`config.mk`:
```
export PLATFORM = sky130hd
export DESIGN_NAME = frame_tx
export DESIGN_NICKNAME = d
export VERILOG_FILES = /design/src/rtl/frame_tx_pkg.sv /design/src/rtl/crc16_serial.sv /design/src/rtl/frame_tx.sv
export SDC_FILE = /design/constraint.sdc
export NUM_CORES = 1
export LEC_CHECK = 0
export BUFFER_PORTS_ARGS = -buffer_cell sky130_fd_sc_hd__clkbuf_2
export CORE_MARGIN = 4
export CORE_UTILIZATION = 40
export DETAILED_ROUTE_END_ITERATION = 6
export GPL_ROUTABILITY_DRIVEN = 0
export HOLD_SLACK_MARGIN = 0.1
export MAX_ROUTING_LAYER = met4
export PLACE_DENSITY = 0.6
export SYNTH_ARGS = -nofsm -noshare
export SYNTH_HDL_FRONTEND = slang
export SYNTH_SLANG_ARGS = --single-unit
```
`constraint.sdc`:
```
create_clock -name sys_clk -period 4.6 [get_ports sys_clk]
set_clock_uncertainty 0.15 [all_clocks]
set_input_delay 0.92 -clock sys_clk [delete_from_list [all_inputs] [get_ports sys_clk]]
set_output_delay 0.92 -clock sys_clk [all_outputs]
set_load 0.05 [all_outputs]
```
`src/rtl/frame_tx_pkg.sv`:
```
// Shared definitions for the Modbus RTU response transmitter and its CRC engine.
// FSM encodings, frame kinds, function/exception codes and line-timing helper.
package frame_tx_pkg;

    typedef enum logic [2:0] {
        S_IDLE,
        S_GAP,
        S_FETCH,
        S_SEND,
        S_WAIT,
        S_CRC_L,
        S_CRC_H,
        S_DONE
    } tx_state_t;

    typedef enum logic [2:0] {
        K_EXC,
        K_QERR,
        K_READ,
        K_WRITE,
        K_ILLF
    } frame_kind_t;

    localparam logic [7:0]  FC_RD_HOLD   = 8'h03;
    localparam logic [7:0]  FC_RD_INPUT  = 8'h04;
    localparam logic [7:0]  FC_WR_SINGLE = 8'h06;

    localparam logic [7:0]  EX_ILL_FUNC  = 8'h01;
    localparam logic [7:0]  EX_ILL_VALUE = 8'h03;

    localparam logic [7:0]  MAX_QTY      = 8'd125;

    localparam logic [15:0] CRC_INIT     = 16'hFFFF;
    localparam logic [15:0] CRC_POLY     = 16'hA001;

    // 3.5 character times at 11 bits per character, in clock cycles.
    function automatic int unsigned t35_cycles(input int unsigned clk_freq,
                                               input int unsigned baud_rate);
        return (clk_freq / baud_rate) * 77 / 2;
    endfunction

endpackage

```
`src/rtl/crc16_serial.sv`:
```
// Modbus CRC16 over one byte, one bit per cycle; done pulses 9 cycles after start.
// No backpressure: a new start restarts the computation from crc_i.
module crc16_serial
    import frame_tx_pkg::*;
(
    input  logic        sys_clk,
    input  logic        reset_n,
    input  logic        start_i,
    input  logic [7:0]  byte_i,
    input  logic [15:0] crc_i,
    output logic [15:0] crc_o,
    output logic        done_o
);

    logic [15:0] crc_q, crc_d;
    logic [2:0]  bit_q, bit_d;
    logic        run_q, run_d;
    logic        done_q, done_d;

    always_comb begin
        crc_d  = crc_q;
        bit_d  = bit_q;
        run_d  = run_q;
        done_d = 1'b0;
        if (start_i) begin
            crc_d = crc_i ^ {8'h00, byte_i};
            bit_d = 3'd0;
            run_d = 1'b1;
        end else if (run_q) begin
            crc_d = crc_q[0] ? ((crc_q >> 1) ^ CRC_POLY) : (crc_q >> 1);
            bit_d = bit_q + 3'd1;
            if (bit_q == 3'd7) begin
                run_d  = 1'b0;
                done_d = 1'b1;
            end
        end
    end

    always_ff @(posedge sys_clk or negedge reset_n) begin
        if (!reset_n) begin
            crc_q  <= CRC_INIT;
            bit_q  <= 3'd0;
            run_q  <= 1'b0;
            done_q <= 1'b0;
        end else begin
            crc_q  <= crc_d;
            bit_q  <= bit_d;
            run_q  <= run_d;
            done_q <= done_d;
        end
    end

    assign crc_o  = crc_q;
    assign done_o = done_q;

endmodule

```
`src/rtl/frame_tx.sv`:
```
// Modbus RTU slave response transmitter: waits 3.5 chars after tx_start, then streams bytes.
// One byte in flight; next byte starts 1 cycle after byte_tx_done (2 when a DPRAM word is fetched).
module frame_tx
    import frame_tx_pkg::*;
#(
    parameter logic [7:0]  SADDR     = 8'h01,
    parameter int unsigned CLK_FREQ  = 50000000,
    parameter int unsigned BAUD_RATE = 115200,
    parameter int unsigned A_WIDTH   = 8
) (
    input  logic               sys_clk,
    input  logic               reset_n,
    input  logic               tx_start,
    input  logic [7:0]         exception,
    input  logic [7:0]         func_code,
    input  logic [15:0]        addr,
    input  logic [15:0]        data,
    input  logic [7:0]         tx_quantity,
    output logic [A_WIDTH-1:0] dpram_addr,
    input  logic [15:0]        dpram_rdata,
    output logic               byte_tx_start,
    output logic [7:0]         byte_tx_data,
    input  logic               byte_tx_done,
    output logic               busy,
    output logic               frame_done
);

    localparam int unsigned    T35      = t35_cycles(CLK_FREQ, BAUD_RATE);
    localparam int unsigned    GW       = $clog2(T35 + 1);
    localparam logic [GW-1:0]  GAP_LAST = GW'(T35 - 2);

    tx_state_t          state_q, state_d;
    logic [7:0]         cnt_q, cnt_d;
    logic [GW-1:0]      gap_q, gap_d;
    logic [7:0]         lo_q, lo_d;
    logic [7:0]         tx_byte_q, tx_byte_d;
    logic [A_WIDTH-1:0] rd_addr_q, rd_addr_d;
    logic [15:0]        crc_q, crc_d;
    logic               busy_q, busy_d;

    logic [7:0]  exc_q, func_q, qty_q;
    logic [15:0] addr_q, data_q;

    frame_kind_t kind;
    logic        is_rd_fc;
    logic [7:0]  body_len;
    logic [7:0]  byte_sel;
    logic        accept;
    logic [15:0] crc_out;
    logic        crc_done;

    assign accept   = (state_q == S_IDLE) && tx_start;
    assign is_rd_fc = (func_q == FC_RD_HOLD) || (func_q == FC_RD_INPUT);

    always_ff @(posedge sys_clk or negedge reset_n) begin
        if (!reset_n) begin
            exc_q  <= 8'h00;
            func_q <= 8'h00;
            qty_q  <= 8'h00;
            addr_q <= 16'h0000;
            data_q <= 16'h0000;
        end else if (accept) begin
            exc_q  <= exception;
            func_q <= func_code;
            qty_q  <= tx_quantity;
            addr_q <= addr;
            data_q <= data;
        end
    end

    always_comb begin
        kind     = K_ILLF;
        body_len = 8'd3;
        if (exc_q != 8'h00) begin
            kind = K_EXC;
        end else if (is_rd_fc && ((qty_q == 8'd0) || (qty_q > MAX_QTY))) begin
            kind = K_QERR;
        end else if (is_rd_fc) begin
            kind     = K_READ;
            body_len = 8'd3 + {qty_q[6:0], 1'b0};
        end else if (func_q == FC_WR_SINGLE) begin
            kind     = K_WRITE;
            body_len = 8'd6;
        end
    end

    // Byte for index cnt_q; read-data high bytes bypass this and come straight from DPRAM.
    always_comb begin
        byte_sel = SADDR;
        if (cnt_q == 8'd1) begin
            byte_sel = ((kind == K_READ) || (kind == K_WRITE)) ? func_q : (func_q | 8'h80);
        end else if (cnt_q == 8'd2) begin
            case (kind)
                K_EXC:   byte_sel = exc_q;
                K_QERR:  byte_sel = EX_ILL_VALUE;
                K_READ:  byte_sel = {qty_q[6:0], 1'b0};
                K_WRITE: byte_sel = addr_q[15:8];
                default: byte_sel = EX_ILL_FUNC;
            endcase
        end else if (cnt_q >= 8'd3) begin
            if (kind == K_WRITE) begin
                case (cnt_q)
                    8'd3:    byte_sel = addr_q[7:0];
                    8'd4:    byte_sel = data_q[15:8];
                    default: byte_sel = data_q[7:0];
                endcase
            end else begin
                byte_sel = lo_q;
            end
        end
    end

    always_comb begin
        state_d   = state_q;
        cnt_d     = cnt_q;
        gap_d     = gap_q;
        lo_d      = lo_q;
        tx_byte_d = tx_byte_q;
        rd_addr_d = rd_addr_q;
        crc_d     = crc_done ? crc_out : crc_q;
        busy_d    = busy_q;
        case (state_q)
            S_IDLE: begin
                if (tx_start) begin
                    state_d   = S_GAP;
                    cnt_d     = 8'd0;
                    gap_d     = '0;
                    rd_addr_d = '0;
                    crc_d     = CRC_INIT;
                    busy_d    = 1'b1;
                end
            end
            S_GAP: begin
                if (gap_q == GAP_LAST) begin
                    state_d   = S_SEND;
                    tx_byte_d = byte_sel;
                end else begin
                    gap_d = gap_q + GW'(1);
                end
            end
            S_FETCH: begin
                state_d   = S_SEND;
                lo_d      = dpram_rdata[7:0];
                tx_byte_d = dpram_rdata[15:8];
            end
            S_SEND: begin
                state_d = S_WAIT;
                cnt_d   = cnt_q + 8'd1;
                // Address advances once a word's low byte has gone out.
                if ((kind == K_READ) && (cnt_q >= 8'd4) && !cnt_q[0]) begin
                    rd_addr_d = rd_addr_q + A_WIDTH'(1);
                end
            end
            S_WAIT: begin
                if (byte_tx_done) begin
                    if (cnt_q == body_len) begin
                        state_d   = S_CRC_L;
                        tx_byte_d = crc_q[7:0];
                    end else if (cnt_q == body_len + 8'd1) begin
                        state_d   = S_CRC_H;
                        tx_byte_d = crc_q[15:8];
                    end else if (cnt_q == body_len + 8'd2) begin
                        state_d = S_DONE;
                    end else if ((kind == K_READ) && (cnt_q >= 8'd3) && cnt_q[0]) begin
                        state_d = S_FETCH;
                    end else begin
                        state_d   = S_SEND;
                        tx_byte_d = byte_sel;
                    end
                end
            end
            S_CRC_L, S_CRC_H: begin
                state_d = S_WAIT;
                cnt_d   = cnt_q + 8'd1;
            end
            S_DONE: begin
                state_d = S_IDLE;
                busy_d  = 1'b0;
            end
            default: state_d = S_IDLE;
        endcase
    end

    always_ff @(posedge sys_clk or negedge reset_n) begin
        if (!reset_n) begin
            state_q   <= S_IDLE;
            cnt_q     <= 8'd0;
            gap_q     <= '0;
            lo_q      <= 8'h00;
            tx_byte_q <= 8'h00;
            rd_addr_q <= '0;
            crc_q     <= CRC_INIT;
            busy_q    <= 1'b0;
        end else begin
            state_q   <= state_d;
            cnt_q     <= cnt_d;
            gap_q     <= gap_d;
            lo_q      <= lo_d;
            tx_byte_q <= tx_byte_d;
            rd_addr_q <= rd_addr_d;
            crc_q     <= crc_d;
            busy_q    <= busy_d;
        end
    end

    crc16_serial u_crc (
        .sys_clk (sys_clk),
        .reset_n (reset_n),
        .start_i (state_q == S_SEND),
        .byte_i  (tx_byte_q),
        .crc_i   (crc_q),
        .crc_o   (crc_out),
        .done_o  (crc_done)
    );

    assign dpram_addr    = rd_addr_q;
    assign byte_tx_data  = tx_byte_q;
    assign byte_tx_start = (state_q == S_SEND) || (state_q == S_CRC_L) || (state_q == S_CRC_H);
    assign busy          = busy_q;
    assign frame_done    = (state_q == S_DONE);

endmodule

```
==> PnR_summary.wiki, run 1 <==
{| class="wikitable"
! Metric !! Value
|-
| Commonest non-fill, non-tap cells in the layout || sky130_fd_sc_hd__nand2_1, sky130_fd_sc_hd__dfrtp_1, sky130_fd_sc_hd__clkbuf_2, sky130_fd_sc_hd__nor2_1, sky130_fd_sc_hd__o21ai_0
|-
| Worst-Skew Late Latency || about 0.43 ns
|-
| Start-to-end type of the worst setup path || flip-flop to flip-flop
|-
| Commonest register cell after synthesis || sky130_fd_sc_hd__dfrtp_1
|-
| Detailed placement HPWL || 16,030 um
|-
| Relative area change from synthesis to final layout || 17.51%
|-
| Storage element area || 3643 um^2
|-
| Final Non-Filler Cells || 1,310
|-
| Critical Path Source Type || flip-flop
|-
| Largest net degree at the start of global routing || 84
|-
| Least setup slack across all paths after layout || approximately 0.13 ns
|-
| Share of power burned in the clock network || 21.0%
|-
| Multi-input combinational cell area || 4439 um^2
|-
| GRT overflow || 0
|-
| Area enclosed by the die boundary || ~23,000 um^2
|-
| Detailed-route DRC error count || 0
|-
| Clock root buffer || sky130_fd_sc_hd__clkbuf_16
|-
| Starting density of the core || 40.91%
|-
| Final hold viol count || 0
|-
| Number of enable flip-flop cells after synthesis || 0
|-
| Pre-Repair DR Iteration Count || 5
|-
| Setup WS pre-CTS || 0.08599 ns
|-
| Power spent charging and discharging nets || ~2800 uW
|-
| Final Routed Wirelength || 22,470 um
|-
| Sink Count || 144
|-
| Type of the most critical hold path || flip-flop to flip-flop
|-
| Max_slew headroom || 27.71%
|-
| Number of H-tree branching levels || 4
|-
| Cell area power density || a little under 700 nW/um^2
|-
| Post-detailed-placement cell area || slightly above 9000 um^2
|-
| Setup-failing EPs final || 0
|-
| Routed via count || 7,111
|-
| Post-CTS clock slew at the launch and capture registers of the worst setup and hold paths || 0.07 ns
|-
| Number of antenna-violating nets in the routed design || 0
|-
| Result of the run || completed
|-
| Number of port buffers || 94
|-
| Count of hold buffers inserted by post-cts repair || 0
|-
| All-Layer GR Usage || 19.94%
|-
| Number of antenna violations at the first check in global routing || 0
|-
| Most common library cell in the layout ignoring fill and taps || sky130_fd_sc_hd__nand2_1
|-
| Category of the worst setup path capture point || flip-flop
|-
| Die outline width || 152.3 um
|-
| Count of fill cells added during filler insertion || 1,934
|-
| Total negative setup slack || 0 ns
|-
| Async set or reset register ratio after synthesis || 100.0%
|-
| Time the worst path needs with I/O delays and setup || between 4 and 5 ns
|-
| Antenna diode count || 0
|-
| DRT iter0 DRCs || 445
|-
| CTS tree || yes
|-
| Largest fanout of any net on the critical path || 7
|-
| First-pass GRT wire length || 36,660 um
|-
| Internal power of the cells || between 3000 and 4000 uW
|-
| Sequential-to-total area share from yosys stat || 43.74%
|-
| Number of global-route vias before repair || 7,012
|-
| Max cap viols || 0
|-
| Total CTS buffers || 17
|-
| Crit path required time || 4.75 ns
|-
| Core box area || 20,360 um^2
|-
| Share of the clock period used by the worst path || 97.12%
|-
| Actual transition at the worst max-transition pin || 1.084 ns
|-
| Net count of the finished layout || 1,118
|-
| # rows || 52
|-
| Chip Height || 152.3 um
|-
| Post-route cell area || roughly 10000 um^2
|-
| Leakage power total || ~0.0046 uW
|-
| Number of synthesized register bits || 144
|-
| Number of buffers on the longest clock path || 2
|-
| Vias per Instance || 5.428
|-
| Worst ir drop on vdd || 0.3134 mV
|-
| Share of cells above drive strength 1 || 21.92%
|-
| Synthesized cell area || 8330 um^2
|-
| Seq pwr share || approximately 36%
|-
| Cell count after synthesis || 944
|-
| Maximum operating frequency || 223.8 MHz
|-
| Switching power as a share of total power || 41.76%
|-
| Mean cell area of the mapped netlist || 8.825 um^2
|-
| Nets in the synthesized netlist || between 1,000 and 1,500
|-
| Slew Viols, Final || 0
|-
| Comb power frac || approximately 43%
|-
| Synth Warn # || 0
|-
| Wirelength per Cell || 17.16 um
|-
| Number of placed cells counting well taps || 1,272
|-
| Cell variety after synth || 77
|-
| CP Data Arrival Time || ~4.6 ns
|-
| Number of I/O pins || 95
|}
power groups by stage:
stage	combinational [uW]	clock, uW	sequential, uW
after CTS	2840	1430	2390
final	2890	1410	2400
after floorplan	2130	0	2260
after global routing	3210	1500	2480
after global placement	2790	0	2400
after detailed placement	2810	0	2410
routing by layer:
| layer | GRT usage [%] | vias up | wire length (um) |
|---|---|---|---|
| li1 | - | 3444 | - |
| met1 | 27.60 | 3443 | 10630 |
| met2 | 29.87 | 196 | 10280 |
| met3 | 3.721 | 28 | 1092 |
| met4 | 6.122 | 0 | 467 |
| met5 | - | - | 0 |
registers in the layout, summed over array words and instances, names as in the netlist, 3 cells and up:
register	cells
addr_q	16
crc_q	16
data_q	16
u_crc.crc_o	16
gap_q	15
byte_tx_data	8
cnt_q	8
dpram_addr	8
exc_q	8
func_q	8
lo_q	8
qty_q	8
state_q	3
u_crc.bit_q	3
cell families after synthesis:
| family | synth area share [%] |
|---|---|
| fa+ha+maj | 2.253 |
| mux | 7.014 |
| simple gates | 23.90 |
| compound gates | 13.76 |
| xor+xnor | 5.602 |
| flops | 43.74 |
| buf+inv | 3.740 |
final cells by class:
cell class	instances	area share [%]
multi-input cells	724	45.35
flip-flops and latches	144	37.22
repair buffers	123	7.221
clock buffers	19	4.525
well taps	270	3.451
clock inverters	13	1.585
inverters	17	0.6518
worst max-delay path: stages, from the launching register on:
cell	delay (ns)
sky130_fd_sc_hd__dfrtp_1	0.39
sky130_fd_sc_hd__or4_4	0.59
sky130_fd_sc_hd__a211oi_4	0.32
sky130_fd_sc_hd__and4_1	0.28
sky130_fd_sc_hd__nand2_2	0.09
sky130_fd_sc_hd__ha_2	0.21
sky130_fd_sc_hd__o21ai_1	0.11
sky130_fd_sc_hd__o21ai_1	0.08
sky130_fd_sc_hd__a21oi_2	0.22
sky130_fd_sc_hd__buf_4	0.16
sky130_fd_sc_hd__xor2_1	0.08
sky130_fd_sc_hd__nor4_2	0.22
sky130_fd_sc_hd__o32ai_2	0.11
sky130_fd_sc_hd__buf_4	0.17
sky130_fd_sc_hd__o31ai_4	0.41
sky130_fd_sc_hd__buf_4	0.20
sky130_fd_sc_hd__nor3_1	0.05
sky130_fd_sc_hd__a211o_1	0.23
sky130_fd_sc_hd__mux2_2	0.26
Yosys cell counts, types with 17 or more instances:
library cell	n	area, um^2
sky130_fd_sc_hd__xor2_1	25	219.0
sky130_fd_sc_hd__and3_1	17	106.4
sky130_fd_sc_hd__clkbuf_1	40	150.1
sky130_fd_sc_hd__xnor2_1	23	201.4
sky130_fd_sc_hd__dfrtp_1	112	2803
sky130_fd_sc_hd__mux2i_1	39	390.4
sky130_fd_sc_hd__nor2_1	53	198.9
sky130_fd_sc_hd__a21oi_1	37	185.2
sky130_fd_sc_hd__nor3_1	25	125.1
sky130_fd_sc_hd__dfstp_2	32	840.8
sky130_fd_sc_hd__o21ai_0	47	235.2
sky130_fd_sc_hd__nand3_1	31	155.2
sky130_fd_sc_hd__nand2_1	236	885.9
stage by stage:
stage	util [%]	hold WS, ns	power, uW
floorplan	-	0.2946	4393
global placement	44.67	0.3068	5190
global route	48.07	0.3391	7194
detailed placement	44.67	0.3124	5226
CTS	47.60	0.3281	6666
finish	48.07	0.3289	6694
worst paths after layout:
check	from	to	slack, ns	cells after the start
worst min-delay path	addr_q[4]	addr_q[4]	0.33	2
max in group asynchronous	reset_n	crc_q[3]	2.97	2
worst max-delay path	func_q[7]	byte_tx_data[4]	0.13	18
min in group asynchronous	reset_n	addr_q[5]	0.38	1
worst min register to register	addr_q[4]	addr_q[4]	0.33	2
worst max register to register	func_q[7]	byte_tx_data[4]	0.13	18
timing repair:
action,in CTS,in global routing
setup buffers,0,6
setup endpoints to repair,0,8
resized for setup,0,13
Note: power is estimated with default switching activity, not from simulation.
==> run 2: changes to the inputs <==
--- a/config.mk
+++ b/config.mk
@@ -11,7 +11,6 @@
 export DETAILED_ROUTE_END_ITERATION = 6
 export GPL_ROUTABILITY_DRIVEN = 0
 export HOLD_SLACK_MARGIN = 0.1
-export MAX_ROUTING_LAYER = met4
 export PLACE_DENSITY = 0.6
 export SYNTH_ARGS = -nofsm -noshare
 export SYNTH_HDL_FRONTEND = slang
==> run 2 against run 1 <==
Effect of this change:
- largest power group unchanged
- wire length is 0.37% lower
- die area unchanged
- highest routed layer unchanged
- total power about the same
==> PnR_summary.wiki, run 2 (synthesized netlist as in run 1, its figures left out) <==
{| class="wikitable"
! Metric !! Value
|-
| Total negative setup slack || 0 ns
|-
| Number of antenna-violating nets in the routed design || 0
|-
| CTS tree || yes
|-
| Layout Utilization || 48.07%
|-
| All-Layer GR Usage || 19.40%
|-
| Worst ir drop on vdd || 0.3123 mV
|-
| Met2 demand-to-capacity share in global routing || ~30%
|-
| Largest stage delay on the critical path || 0.59 ns
|-
| Share of cells above drive strength 1 || 21.92%
|-
| Die outline width || 152.3 um
|-
| Commonest non-fill, non-tap cells in the layout || sky130_fd_sc_hd__nand2_1, sky130_fd_sc_hd__dfrtp_1, sky130_fd_sc_hd__clkbuf_2, sky130_fd_sc_hd__nor2_1, sky130_fd_sc_hd__o21ai_0
|-
| Hold path cells || 2
|-
| Cell type of the slowest stage on the worst timing path || sky130_fd_sc_hd__or4_4
|-
| Gr busiest metal || met2
|-
| Met1 Track Usage GR || 27.62%
|-
| End of the worst register-to-register path || byte_tx_data[3]
|-
| Starting density of the core || between 40% and 50%
|-
| Number of I/O pins || 95
|-
| Actual transition at the worst max-transition pin || about 1.1 ns
|-
| Vias per Instance || 5.430
|-
| Largest net degree at the start of global routing || 84
|-
| First-pass GRT wire length || 36,670 um
|-
| Number of global-route vias before repair || 7,024
|-
| Most common library cell in the layout ignoring fill and taps || sky130_fd_sc_hd__nand2_1
|-
| Setup-failing EPs final || 0
|-
| Critical Path Source Type || flip-flop
|-
| Result of the run || completed
|-
| Detailed-route DRC error count || 0
|-
| Post-CTS clock slew at the launch and capture registers of the worst setup and hold paths || 0.07 ns
|-
| GR Util met3 || 4.033%
|-
| Largest fanout of any net on the critical path || 7
|-
| Total CTS buffers || 17
|-
| CP Data Arrival Time || 4.63 ns
|-
| Relative area change from synthesis to final layout || 17.51%
|-
| DRT iter0 DRCs || 482
|-
| Type of the most critical hold path || flip-flop to flip-flop
|-
| Sink Count || around 140
|-
| Number of antenna violations at the first check in global routing || 0
|-
| Core box area || roughly 20,000 um^2
|-
| Crit path required time || 4.75 ns
|-
| Number of buffers on the longest clock path || 2
|-
| Maximum operating frequency || roughly 220 MHz
|-
| Cell depth of the worst flop-to-flop path || 18
|-
| Start-to-end type of the worst setup path || flip-flop to flip-flop
|-
| Number of port buffers || 94
|-
| Routed via count || 7,113
|-
| Worst R2R Start || func_q[7]
|-
| Endpoint of the worst hold-timing path || addr_q[4]
|-
| Worst-Skew Late Latency || 0.43 ns
|-
| Wirelength per Cell || 17.09 um
|-
| Leakage power total || roughly 0.0046 uW
|-
| Min-delay src || addr_q[4]
|-
| Max cap viols || 0
|-
| Chip Height || 152.3 um
|-
| Category of the worst setup path capture point || flip-flop
|-
| Final Routed Wirelength || 22,390 um
|-
| Number of H-tree branching levels || 4
|-
| Antenna diode count || 0
|-
| Cell area power density || 683.3 nW/um^2
|-
| Pre-Repair DR Iteration Count || 5
|-
| Cell chain of the critical path || or4_4, a211oi_4, and4_1, nand2_2, ha_2, o21ai_1, o21ai_1, a21oi_2, buf_4, xor2_1, nor4_2, o32ai_2, buf_4, o31ai_4, buf_4, nor3_1, a211o_1, mux2_2
|-
| Critical path's most frequent cell || sky130_fd_sc_hd__buf_4
|-
| Max_slew headroom || 29.33%
|-
| Area enclosed by the die boundary || 23,200 um^2
|-
| Detailed placement HPWL || 16,030 um
|-
| Time the worst path needs with I/O delays and setup || 4.479 ns
|-
| Clock root buffer || sky130_fd_sc_hd__clkbuf_16
|-
| Count of hold buffers inserted by post-cts repair || 0
|-
| Power consumption || 6689 uW
|-
| Worst setup slack for register-to-register paths || about 0.12 ns
|-
| Slew Viols, Final || 0
|-
| Final hold viol count || 0
|-
| # rows || 52
|-
| Share of the clock period used by the worst path || 97.37%
|-
| Net count of the finished layout || 1,118
|-
| GRT overflow || 0
|}
==> run 2: cell counts in the layout (fill, tap and decap cells not counted) <==
Identical to the previous run, type by type.
==> run 2: final cells by class <==
cell class,count,area (um^2)
Fill cell,1934,10580
Multi-Input combinational cell,724,4439
Clock inverter,13,155.1
Inverter,17,63.81
Timing Repair Buffer,123,706.9
Sequential cell,144,3643
Tap cell,270,337.8
Clock buffer,19,442.9
==> run 2: what timing repair did <==
item                       CTS  global route
gates resized for setup      0            13
setup buffers                0             6
setup endpoints to repair    0             8
==> run 2: stage by stage <==
stage | instance area, um^2 | setup slack, ns | std cells | hold slack [ns]
2_1_floorplan | 8338 | 0.005274 | 944 | 0.2946
3_3_place_gp | 9096 | 0.1981 | 1272 | 0.3068
3_5_place_dp | 9096 | 0.08599 | 1272 | 0.3124
4_1_cts | 9694 | 0.02845 | 1304 | 0.3281
5_1_grt | 9789 | -0.04793 | 1310 | 0.3391
6_report | 9789 | 0.1212 | 1310 | 0.3249
==> run 2: worst max path at each step <==
stage	startpoint	end	slack, ns
global placement	func_q[5]	byte_tx_data[3]	0.20
finish	func_q[7]	byte_tx_data[3]	0.12
global route	func_q[7]	byte_tx_data[4]	-0.05
CTS	func_q[5]	byte_tx_data[3]	0.03
floorplan	func_q[5]	byte_tx_data[5]	0.005
detailed placement	func_q[5]	byte_tx_data[3]	0.09
==> run 2: metal layers <==
metal  share of wire, %  up-vias  routed length, um
met3                4.8       33               1085
li1                   -     3442                  -
met4                2.2        0                486
met1                 47     3444              10550
met2                 46      194              10260
met5                  0        -                  0
==> run 2: critical path, delay by kind of cell, from the launching register on <==
family / cells / cell delay (ns)
AO/OA/AOI/OAI: 7 / 1.50
XOR/XNOR: 1 / 0.08
adder cells (fa/ha/maj): 1 / 0.21
buffers and inverters: 3 / 0.53
flip-flops: 1 / 0.39
multiplexers: 1 / 0.26
AND/OR/NAND/NOR: 5 / 1.22
==> run 2: power by group <==
part           internal [uW]  switching (uW)
sequential              1860             541
combinational           1220            1670
clock                    826             580
